===== src/rtl/foc_sequencer.sv =====
// foc_sequencer: loads PID coefficients, then runs one FOC datapath cycle per control tick
// Ports: clk/rstb (async, active-high reset); enable, trig start a cycle;
//   adc_valid/adc_a/adc_b current sample; cfg_kp_*/cfg_ki_* shadow coefficients, cfg_update reload request;
//   err_clr clears sticky flags; pid_*_wen/addr/data coefficient writes; dp_valid/dp_currA/dp_currB
//   datapath start and held sample; dp_ready completion; busy, overrun_err, timeout_err, cycle_cnt status.
module foc_sequencer #(
  parameter int D_WIDTH = 19,
  parameter int TIMEOUT = 255
) (
  input  logic               clk,
  input  logic               rstb,
  input  logic               enable,
  input  logic               trig,
  input  logic               adc_valid,
  input  logic [D_WIDTH-1:0] adc_a,
  input  logic [D_WIDTH-1:0] adc_b,
  input  logic [D_WIDTH-1:0] cfg_kp_d,
  input  logic [D_WIDTH-1:0] cfg_ki_d,
  input  logic [D_WIDTH-1:0] cfg_kp_q,
  input  logic [D_WIDTH-1:0] cfg_ki_q,
  input  logic               cfg_update,
  input  logic               err_clr,
  output logic               pid_d_wen,
  output logic               pid_q_wen,
  output logic [D_WIDTH-1:0] pid_d_addr,
  output logic [D_WIDTH-1:0] pid_q_addr,
  output logic [D_WIDTH-1:0] pid_d_data,
  output logic [D_WIDTH-1:0] pid_q_data,
  output logic               dp_valid,
  output logic [D_WIDTH-1:0] dp_currA,
  output logic [D_WIDTH-1:0] dp_currB,
  input  logic               dp_ready,
  output logic               busy,
  output logic               overrun_err,
  output logic               timeout_err,
  output logic [15:0]        cycle_cnt
);
  typedef enum logic [2:0] {BOOT, CFG_KP, CFG_KI, IDLE, WAIT_ADC, ISSUE, WAIT_READY} state_t;
  state_t state, nxt;
  logic pending;
  logic [15:0] wd;
  logic expire, done, to_set, ov_set;
  // next state drives the registered outputs so they line up with the state they belong to
  always_comb begin
    nxt = state;
    case (state)
      BOOT:       nxt = CFG_KP;
      CFG_KP:     nxt = CFG_KI;
      CFG_KI:     nxt = IDLE;
      IDLE:       nxt = pending ? CFG_KP : (trig && enable) ? WAIT_ADC : IDLE;
      WAIT_ADC:   nxt = adc_valid ? ISSUE : WAIT_ADC;
      ISSUE:      nxt = WAIT_READY;
      WAIT_READY: nxt = (dp_ready || expire) ? IDLE : WAIT_READY;
      default:    nxt = BOOT;
    endcase
  end
  assign expire = wd == 16'(TIMEOUT - 1);
  assign done   = state == WAIT_READY && dp_ready;
  assign to_set = state == WAIT_READY && !dp_ready && expire;
  // a trig that cannot start a cycle (busy, or losing to a pending reload) is an overrun
  assign ov_set = trig && enable && (state != IDLE || pending);
  always_ff @(posedge clk or posedge rstb) begin
    if (rstb) begin
      state       <= BOOT;
      pending     <= 1'b0;
      wd          <= '0;
      pid_d_wen   <= 1'b0;
      pid_q_wen   <= 1'b0;
      pid_d_addr  <= '0;
      pid_q_addr  <= '0;
      pid_d_data  <= '0;
      pid_q_data  <= '0;
      dp_valid    <= 1'b0;
      dp_currA    <= '0;
      dp_currB    <= '0;
      busy        <= 1'b0;
      overrun_err <= 1'b0;
      timeout_err <= 1'b0;
      cycle_cnt   <= '0;
    end else begin
      state       <= nxt;
      pending     <= cfg_update || (pending && state != IDLE);
      wd          <= (state == WAIT_READY) ? wd + 16'd1 : '0;
      pid_d_wen   <= nxt == CFG_KP || nxt == CFG_KI;
      pid_q_wen   <= nxt == CFG_KP || nxt == CFG_KI;
      pid_d_addr  <= (nxt == CFG_KI) ? D_WIDTH'(1) : '0;
      pid_q_addr  <= (nxt == CFG_KI) ? D_WIDTH'(1) : '0;
      pid_d_data  <= (nxt == CFG_KP) ? cfg_kp_d : (nxt == CFG_KI) ? cfg_ki_d : '0;
      pid_q_data  <= (nxt == CFG_KP) ? cfg_kp_q : (nxt == CFG_KI) ? cfg_ki_q : '0;
      dp_valid    <= nxt == ISSUE;
      busy        <= nxt != BOOT && nxt != IDLE;
      overrun_err <= ov_set || (overrun_err && !err_clr);
      timeout_err <= to_set || (timeout_err && !err_clr);
      cycle_cnt   <= cycle_cnt + 16'(done);
      if (state == WAIT_ADC && adc_valid) begin
        dp_currA <= adc_a;
        dp_currB <= adc_b;
      end
    end
  end
endmodule


===== config.mk =====
export PLATFORM = sky130hd
export DESIGN_NAME = foc_sequencer
export DESIGN_NICKNAME = d
export VERILOG_FILES = /design/src/rtl/foc_sequencer.sv
export SDC_FILE = /design/constraint.sdc
export NUM_CORES = 1
export LEC_CHECK = 0
export CAP_MARGIN = 40
export CORE_AREA = 3 3 99 101
export CTS_BUF_LIST = sky130_fd_sc_hd__clkbuf_8
export DETAILED_ROUTE_END_ITERATION = 10
export DIE_AREA = 0 0 102 104
export DONT_BUFFER_PORTS = 1
export PLACE_DENSITY = 0.7
export SETUP_SLACK_MARGIN = 0.15
export SKIP_CTS_REPAIR_TIMING = 1
export SKIP_LAST_GASP = 1
export SLEW_MARGIN = 20
export SYNTH_ARGS = -nofsm -noshare
export SYNTH_HDL_FRONTEND = slang
export SYNTH_SLANG_ARGS = --single-unit

===== constraint.sdc =====
create_clock -name clk -period 5.4 [get_ports clk]
set_clock_uncertainty 0.05 [all_clocks]
set_input_delay 1.08 -clock clk [delete_from_list [all_inputs] [get_ports clk]]
set_output_delay 1.08 -clock clk [all_outputs]
set_load 0.01 [all_outputs]

==> results.tsv, run 1 <==
stage	metric	value	unit
clock_network	h-tree-depth	4	
drt	wl_per_cell	20.7	microns
synth	yosys.cell_types.count	42	
drt	vias	2965	
synth	synth_seq_cells	118	
clock_network	clk_pin_slew	80	ps
drt	firstDrtPassIters	4	
floorplan	start_util	54.4	%
cells_and_area	n_antenna_cell	0	
outcome	status	completed	
clock_network	root_buffer	clkbuf_8	
timing	setup_tns	0	ps
worst_setup_path	endpoint_kind	flip-flop	
synth	synthFlopType	dfrtp_1	
floorplan	rows	35	
clock_network	numCtsBuffers	17	
drt	routed_wl	10600	microns
drt	drt-initial-drc-count	146	
floorplan	core	9110	sq um
clock_network	clockBufferDepth	2	
worst_setup_path	worst-setup-path-type	reg2reg	
power_and_ir_drop	totalPowerFinal	3.04	mW
synth	post-synth-top-count-cell	dfrtp_1	
drt	vias_per_cell	5.81	
timing	max_freq	0.397	GHz
synth	ys_seq_area_share	59.6	%
grt	antenna_found_initial	1	
timing	fin_crit_sh	46.6	%
drt	ant_nets	0	
power_and_ir_drop	vdd_ir_drop_max	0.233	mV
synth	yosysWarnings	0	
floorplan	num_io_pins	258	
clock_network	clkSinkCount	118	
grt	grt_pass1_vias	3043	
timing	setup_violations	0	
cells_and_area	layout.nets	512	
synth	ys_top_cells_by_area	dfrtp_1 60%, mux2_2 8.6%, a22o_1 6.7%	
worst_setup_path	crit_fanout	19	
floorplan	dieArea	10600	sq um
synth	synth-async-reset-ratio	100	%
timing	tightestPinTransition	656	ps
worst_setup_path	crit_chain	nand2_2 > or2_1 > nor2_1 > ha_1 > nand4_1 > nor3_1 > xor2_1	
floorplan	die_w	102	microns
grt	grtUsageTotal	19.6	%
cells_and_area	syn2layout_area_growth	8.71	%
worst_setup_path	worstPathArrival	2800	ps
worst_setup_path	slowest_stage	dfrtp_1	
power_and_ir_drop	leakage	2.59	nW
timing	min_period	2520	ps
clock_network	tritoncts	done	
timing	maxSlewViolCount	0	
worst_setup_path	startpoint_type	flip-flop	
synth	syn_area_per_cell	12.9	sq um
timing	hold_violations	0	
grt	grt_max_degree	66	
grt	grt_pass1_wl	15800	microns
worst_setup_path	critPathMaxStageDelay	610	ps
job	cap_violations	0	
worst_setup_path	cp_num_buf_inv	0	
synth	synth_top_area_share	59.6	%
timing	rsz0062_at_grt	no	
synth	synthCells	383	
synth	synth_edf_count	0	
drt	drc	0	
floorplan	die_h	104	microns
synth	synthTopCellsByCount	118 x dfrtp_1, 44 x buf_4, 38 x a22o_1, 38 x mux2_2, 19 x nor2_1	
worst_setup_path	cpLargestDelayFamily	simple AND/OR/NAND/NOR gates	
placement	dp_hpwl	7820	microns
synth	synth_top_area_cell	dfrtp_1	
grt	grt.overflow.total	0	
clock_network	clk_latency	410	ps
timing	relSlewSlack	56.3	%
synth	syn_area	4950	sq um
worst_hold_path	hold_class	reg2reg	
worst_setup_path	cp.required	5680	ps
power_and_ir_drop	powerDensity	565	nW/um^2
cells_and_area	drive_above_1_share	20.3	%
placement	io_buffers	0	
placement	gp_congestion	0.794	
[cell type report]
class | instances | area (sq um)
fillers | 732 | 3720
flip-flops and latches | 118 | 2950
well taps | 111 | 139
inverters | 9 | 36.3
clock buffers | 17 | 234
clock inverters | 15 | 251
multi-input cells | 235 | 1710
repair buffers | 5 | 62.6
[path summary, 6_finish.rpt]
kind,startpoint,endpoint,slack [ps],depth (start not counted)
min,wd[0],wd[0],450,1
min reg2reg,wd[0],wd[0],450,1
max,state[2],cycle_cnt[15],2880,7
max reg2reg,state[2],cycle_cnt[15],2880,7
min in group asynchronous,rstb,wd[14],460,1
max in group asynchronous,rstb,dp_currA[15],3860,2
[kinds of logic after synthesis]
logic type                 synth area share, %
AOI/OAI and AO/OA                         8.71
xor gates and xnor gates                  4.42
adders and majority gates                 1.01
buffers and inverters                     8.71
DFF                                       59.6
muxes                                     8.84
other                                   0.0757
and+or+nand+nor                           8.61
[cell usage in the layout (no fill, tap or decap), types with 2 or more instances in the layout]
master      instances
nand3_1            13
buf_4               3
and3_1              2
clkbuf_8           17
buf_12              2
and4b_1             2
conb_1             36
dfrtp_1           118
or3_1               2
nor2_1             19
clkinv_4            3
and4_1              5
xnor2_1            12
a21oi_1             3
xor2_1             13
a22o_1             38
bufinv_16           6
mux2_2             38
nand2b_1            2
nor3_1              4
or2_1               2
o21ai_0             3
inv_1               8
ha_1                4
nand4_1             7
nand2_1            11
clkinvlp_4          3
inv_6               2
[routing by layer]
layer | track usage [%] | wire length [microns]
met1 | 22.3 | 3960
met5 | 0 | 13
met4 | 6.56 | 129
met2 | 32.0 | 5250
met3 | 9.46 | 1190
[report_power, final]
group | leakage (nW) | internal, mW | switching (mW)
clock network | 0.233 | 0.600 | 0.366
logic | 0.801 | 0.286 | 0.268
registers | 1.56 | 1.18 | 0.349
total | 2.59 | 2.06 | 0.982
[metrics by stage]
step                      setup slack, ps  instance area [sq um]  hold WS, ps  util (%)  cells
after detailed placement             2910                   4880          450      53.6    477
after global routing                 2610                   5390          456      59.1    510
final                                2880                   5390          453      59.1    510
after floorplan                      1140                   5080          417         -    418
after CTS                            2880                   5370          462      58.9    509
after global placement               2860                   4860          436      53.4    476
[registers in the layout, summed over array words and instances, names as in the netlist, 3 cells and up]
register	cells
dp_currA	19
pid_q_data	19
dp_currB	19
cycle_cnt	16
wd	16
pid_d_data	19
state	3
[worst register-to-register path: stages (launching register included)]
cell and delay [ps]:
dfrtp_1 610, nand2_2 90, or2_1 460, nor2_1 190
ha_1 250, nand4_1 290, nor3_1 320, xor2_1 170
(Power assumes the default switching activity.)
==> run 2: changes to the inputs <==
Settings changed: PLACE_DENSITY 0.7 to 0.72.
Clock period 5.4 ns to 2.3 ns, I/O delays scaled along.
==> run 2 against run 1 <==
Effect of this change: register-to-register slack got worse by 2500 ps; die area unchanged; global-route usage decreased by 0.30 points; total power increased by 130%.
==> results.tsv, run 2 (synthesized netlist as in run 1, its figures left out) <==
stage	metric	value	unit	change
outcome	status	completed		
timing	min_period	1890	ps	-624 ps
drt	firstDrtPassIters	5		+1
worst_setup_path	reg2reg_to	cycle_cnt[10]		
power_and_ir_drop	p_comb_share	19.9	%	+1.7 points
cells_and_area	syn2layout_area_growth	8.36	%	
drt	ant_nets	0		unchanged
power_and_ir_drop	intPower	4.63	mW	+120%
worst_setup_path	crit_fanout	10		-9
timing	setup_tns	0	ps	unchanged
floorplan	num_io_pins	258		unchanged
power_and_ir_drop	p_clk_share	28.9	%	-2.8 points
worst_setup_path	worstSetupEndpoint	cycle_cnt[10]		
job	cap_violations	0		unchanged
worst_setup_path	worstPathArrival	2170	ps	-630 ps
cells_and_area	n_antenna_cell	0		unchanged
power_and_ir_drop	powerDensity	1280	nW/um^2	+130%
floorplan	core	9110	sq um	unchanged
grt	grtUsageTotal	19.3	%	-0.30 points
timing	setup_violations	0		unchanged
worst_setup_path	critPathMaxStageDelay	460	ps	-150 ps
clock_network	clk_latency	410	ps	about the same
grt	antenna_found_initial	0		-1
power_and_ir_drop	leakage	2.59	nW	about the same
worst_setup_path	r2r_cells	7		unchanged
timing	fin_crit_sh	82.2	%	+36 points
power_and_ir_drop	vdd_ir_drop_max	0.541	mV	+130%
clock_network	clkSinkCount	118		unchanged
drt	wl_per_cell	20.6	microns	-0.60%
placement	dp_hpwl	7820	microns	about the same
clock_network	numCtsBuffers	17		unchanged
placement	gp_congestion	0.790		-0.53%
timing	max_freq	0.529	GHz	+33%
worst_setup_path	rrSetupSlack	410	ps	-2480 ps
cells_and_area	final_common_cell	dfrtp_1		
cells_and_area	stdcell_area	5370	sq um	-0.33%
worst_setup_path	startpoint_type	flip-flop		
worst_setup_path	cp.required	2580	ps	-3100 ps
power_and_ir_drop	p_seq_share	51.1	%	+1.0 points
floorplan	start_util	54.4	%	unchanged
worst_setup_path	endpoint_kind	flip-flop		
drt	routed_wl	10600	microns	+0.18%
worst_setup_path	r2r-start	state[0]		
clock_network	tritoncts	done		
cells_and_area	multiInputGateArea	1710	sq um	unchanged
cells_and_area	seq_area	2950	sq um	unchanged
worst_setup_path	crit_chain	or2_1 > nor2_1 > ha_1 > ha_1 > nand3_1 > nor2_1 > xor2_1		
placement	dpl-instance-area	4940	sq um	+1.2%
drt	vias	2958		-0.24%
floorplan	die_w	102	microns	unchanged
grt	grt_pass1_vias	2927		-3.8%
clock_network	root_buffer	clkbuf_8		
timing	maxSlewViolCount	0		unchanged
floorplan	dieArea	10600	sq um	unchanged
drt	drt-initial-drc-count	107		-27%
power_and_ir_drop	p_sw	2.27	mW	+130%
floorplan	rows	35		unchanged
cells_and_area	layout.nets	516		+0.78%
cells_and_area	n_fill_cell	737		+0.68%
drt	vias_per_cell	5.75		-1.0%
grt	grt_max_degree	68		+3.0%
timing	hold_violations	0		unchanged
grt	grt.overflow.total	0		unchanged
cells_and_area	final_cell_mix	118 x dfrtp_1, 38 x mux2_2, 38 x a22o_1, 36 x conb_1, 19 x nor2_1		
timing	tightestPinTransition	552	ps	-104 ps
worst_setup_path	slowest_stage	dfrtp_1		
grt	grt_pass1_wl	15600	microns	-1.1%
drt	drc	0		unchanged
clock_network	clk_pin_slew	80	ps	about the same
timing	rsz0062_at_grt	no		
timing	relSlewSlack	62.7	%	+6.4 points
placement	io_buffers	0		unchanged
clock_network	h-tree-depth	4		unchanged
floorplan	die_h	104	microns	unchanged
worst_setup_path	worst-setup-path-type	reg2reg		
worst_hold_path	hold_class	in2reg		
power_and_ir_drop	sw_frac_of_total	32.9	%	+0.65 points
cells_and_area	drive_above_1_share	20.3	%	+0.047 points
clock_network	clockBufferDepth	2		unchanged
worst_setup_path	crit_start	state[0]		
## run 2: cell types whose count changed in the layout (fill, tap and decap cells not counted), sizes merged
cell,previous run,this run
buf,5,8
bufinv,6,4
clkinv,4,5
clkinvlp,3,4
dlygate4sd3,0,1
## run 2: critical path, delay by kind of cell, from the launching register on
family,cells,cell delay (ps)
DFF,1,460
adders and majority gates,2,480
xor gates and xnor gates,1,160
and+or+nand+nor,4,670
## run 2: layout make-up
cell class / instances / share of cell area [%]
clock buffer: 17 / 4.36
clock inverter: 15 / 3.50
inverter: 9 / 0.699
multi-input combinational: 235 / 31.8
sequential: 118 / 55.0
tap: 111 / 2.59
timing repair buffer: 9 / 2.00
## run 2: worst min-delay path by stage
stage	end	cells past startpoint	start
3_5_place_dp	cycle_cnt[5]	2	rstb
2_1_floorplan	wd[0]	1	wd[0]
3_3_place_gp	cycle_cnt[5]	2	rstb
4_1_cts	dp_currB[9]	2	rstb
6_report	timeout_err	1	err_clr
5_1_grt	timeout_err	1	err_clr
## run 2: power groups by stage
stage                     Clock [mW]  Combinational [mW]  Sequential, mW
after CTS                       2.05                1.39            3.54
final                           2.00                1.37            3.53
after global placement             0                1.32            3.56
after detailed placement           0                1.39            3.57
after global routing            2.16                1.53            3.60
after floorplan                    0                1.29            3.38
## run 2: stage by stage
step	hold WS, ps	cells	utilization (%)	setup slack [ps]	total power [mW]
2_1_floorplan	417	418	-	226	4.67
3_5_place_dp	418	481	54.2	431	4.96
6_report	93.9	514	58.9	408	6.90
5_1_grt	67.4	514	58.9	203	7.29
3_3_place_gp	401	481	54.2	467	4.87
4_1_cts	-45.4	513	58.8	404	6.98
## run 2: routing by layer
metal / global-route usage, % / vias to the layer above / routed length [microns]
li1: - / 1296 / -
met1: 23.2 / 1477 / 4020
met2: 31.1 / 179 / 5340
met3: 8.65 / 6 / 1140
met4: 5.72 / 0 / 68
met5: 0 / - / 0
==> run 3: changes to the inputs <==
Settings changed: PLACE_DENSITY 0.72 to 0.7.
Clock period 2.3 ns to 1.8 ns, I/O delays scaled along.
==> run 3 against run 2 <==
Effect of this change: cell count grew 5.4%; core utilization grew 4.5 points; die area is the same; sequential share of layout area shrank 3.9 points; fmax grew 9.2%; routed wire length grew 7.9%; sequential power grew 28%; clock-buffer cell count is the same; clock power grew 13%; critical path depth shrank 3; non-clock buffer count grew 28.
==> results.tsv, run 3 (synthesized netlist as in run 1, its figures left out) <==
stage	metric	value	unit	change
outcome	status	completed		
drt	vias_per_cell	5.69		-1.2%
grt	antenna_found_initial	0		unchanged
worst_hold_path	hold_class	in2reg		
floorplan	start_util	54.4	%	unchanged
timing	hold_violations	0		unchanged
floorplan	num_io_pins	258		unchanged
drt	drc	0		unchanged
timing	fin_crit_sh	96.3	%	+14 points
timing	setup_violations	0		unchanged
timing	rsz0062_at_grt	yes		
grt	grt_pass1_vias	2937		+0.34%
cells_and_area	drive_above_1_share	30.2	%	+9.8 points
clock_network	clk_pin_slew	70	ps	about the same
clock_network	numCtsBuffers	17		unchanged
drt	wl_per_cell	21.0	microns	+2.3%
placement	dp_slack	40.6	ps	-390 ps
grt	use_met3	6.37	%	-2.3 points
floorplan	die_h	104	microns	unchanged
worst_setup_path	rrSetupSlack	70	ps	-340 ps
cells_and_area	final_cell_mix	118 x dfrtp_1, 38 x mux2_2, 38 x a22o_1, 36 x conb_1, 20 x buf_4		
worst_setup_path	worst-setup-path-type	reg2reg		
clock_network	root_buffer	clkbuf_8		
clock_network	clockBufferDepth	2		unchanged
worst_setup_path	reg2reg_to	dp_currA[5]		
cells_and_area	fin_util	63.4	%	+4.5 points
cells_and_area	layout.nets	544		+5.4%
worst_setup_path	crit_fanout	10		unchanged
timing	max_freq	0.577	GHz	+9.2%
timing	maxSlewViolCount	0		unchanged
grt	gr-usage-met1	21.9	%	-1.2 points
drt	firstDrtPassIters	4		-1
placement	io_buffers	0		unchanged
power_and_ir_drop	leakage	2.76	nW	+6.4%
grt	grt.overflow.total	0		unchanged
clock_network	clkSinkCount	118		unchanged
worst_hold_path	min_to	pending		
grt	grt_pass1_wl	15500	microns	-0.76%
job	cap_violations	0		unchanged
drt	routed_wl	11400	microns	+7.9%
cells_and_area	final_common_cell	dfrtp_1		
worst_setup_path	worstPathArrival	1970	ps	-200 ps
placement	dp_cells	490		+1.9%
worst_setup_path	endpoint_kind	flip-flop		
timing	whs	10.0	ps	-83.9 ps
drt	drt-initial-drc-count	127		+19%
floorplan	dieArea	10600	sq um	unchanged
placement	gp_congestion	0.805		+1.9%
worst_setup_path	startpoint_type	flip-flop		
power_and_ir_drop	powerDensity	1530	nW/um^2	+19%
grt	use_met2	32.4	%	+1.3 points
clock_network	h-tree-depth	4		unchanged
grt	grt_max_degree	40		-41%
grt	grt-busiest-layer	met2		
drt	ant_nets	0		unchanged
timing	layout_setup_ws	67.1	ps	-341 ps
floorplan	rows	35		unchanged
timing	setup_tns	0	ps	unchanged
cells_and_area	n_antenna_cell	0		unchanged
drt	vias	3083		+4.2%
timing	min_period	1730	ps	-159 ps
power_and_ir_drop	vdd_ir_drop_max	1.08	mV	+100%
cells_and_area	syn2layout_area_growth	16.7	%	
worst_setup_path	r2r-start	state[1]		
worst_hold_path	hp-start	cfg_update		
floorplan	core	9110	sq um	unchanged
placement	dpl-instance-area	5100	sq um	+3.4%
worst_hold_path	holdPathStages	1		unchanged
power_and_ir_drop	totalPowerFinal	8.83	mW	+28%
worst_setup_path	r2r_cells	4		-3
grt	grtUsageTotal	19.1	%	-0.15 points
cells_and_area	stdcell_count	542		+5.4%
floorplan	die_w	102	microns	unchanged
cells_and_area	stdcell_area	5780	sq um	+7.7%
worst_setup_path	cp.required	2040	ps	-540 ps
clock_network	tritoncts	done		
placement	dp_hpwl	7880	microns	+0.70%
clock_network	clk_latency	410	ps	about the same
==> run 3: cell types whose count changed in the layout (fill, tap and decap cells not counted), moves of 4 or more <==
cell | previous run | this run
nor2_1 | 19 | 15
nand3_1 | 13 | 9
nand3_2 | 0 | 4
buf_4 | 5 | 20
inv_6 | 1 | 5
==> run 3: worst max-delay path: stages, from the launching register on <==
cell	delay, ps
dfrtp_1	390
buf_4	170
and4bb_4	460
clkbuf_16	200
mux2_2	330
==> run 3: report_power, final <==
group,switching (mW),total (mW),internal (mW)
combinational,0.938,2.04,1.10
sequential,0.998,4.53,3.53
clock,1.14,2.27,1.13
total,3.08,8.83,5.75
==> run 3: worst max-delay path by stage <==
stage                        start            end  slack, ps  cells after the start
final                     state[1]    dp_currA[5]         70                      4
after global placement    state[2]  cycle_cnt[11]        100                      7
after global routing      state[2]  cycle_cnt[15]        -20                      7
after floorplan           state[1]  cycle_cnt[11]       -140                     10
after CTS                 state[2]  cycle_cnt[15]         -4                      7
after detailed placement  state[2]  cycle_cnt[15]         40                      7
==> run 3: per-layer routing <==
metal  routed length [microns]  part of all wire (%)
met3                      1020                   8.9
met2                      6180                    54
met4                       257                   2.3
met1                      3950                    35
met5                         0                     0
==> run 3: final cells by class <==
| class | count | area (sq um) |
|---|---|---|
| fill | 703 | 3330 |
| clock inverter | 15 | 145 |
| multi-input combinational | 235 | 1840 |
| tap | 111 | 139 |
| timing repair buffer | 37 | 434 |
| clock buffer | 17 | 234 |
| sequential | 118 | 2950 |
| inverter | 9 | 37.5 |
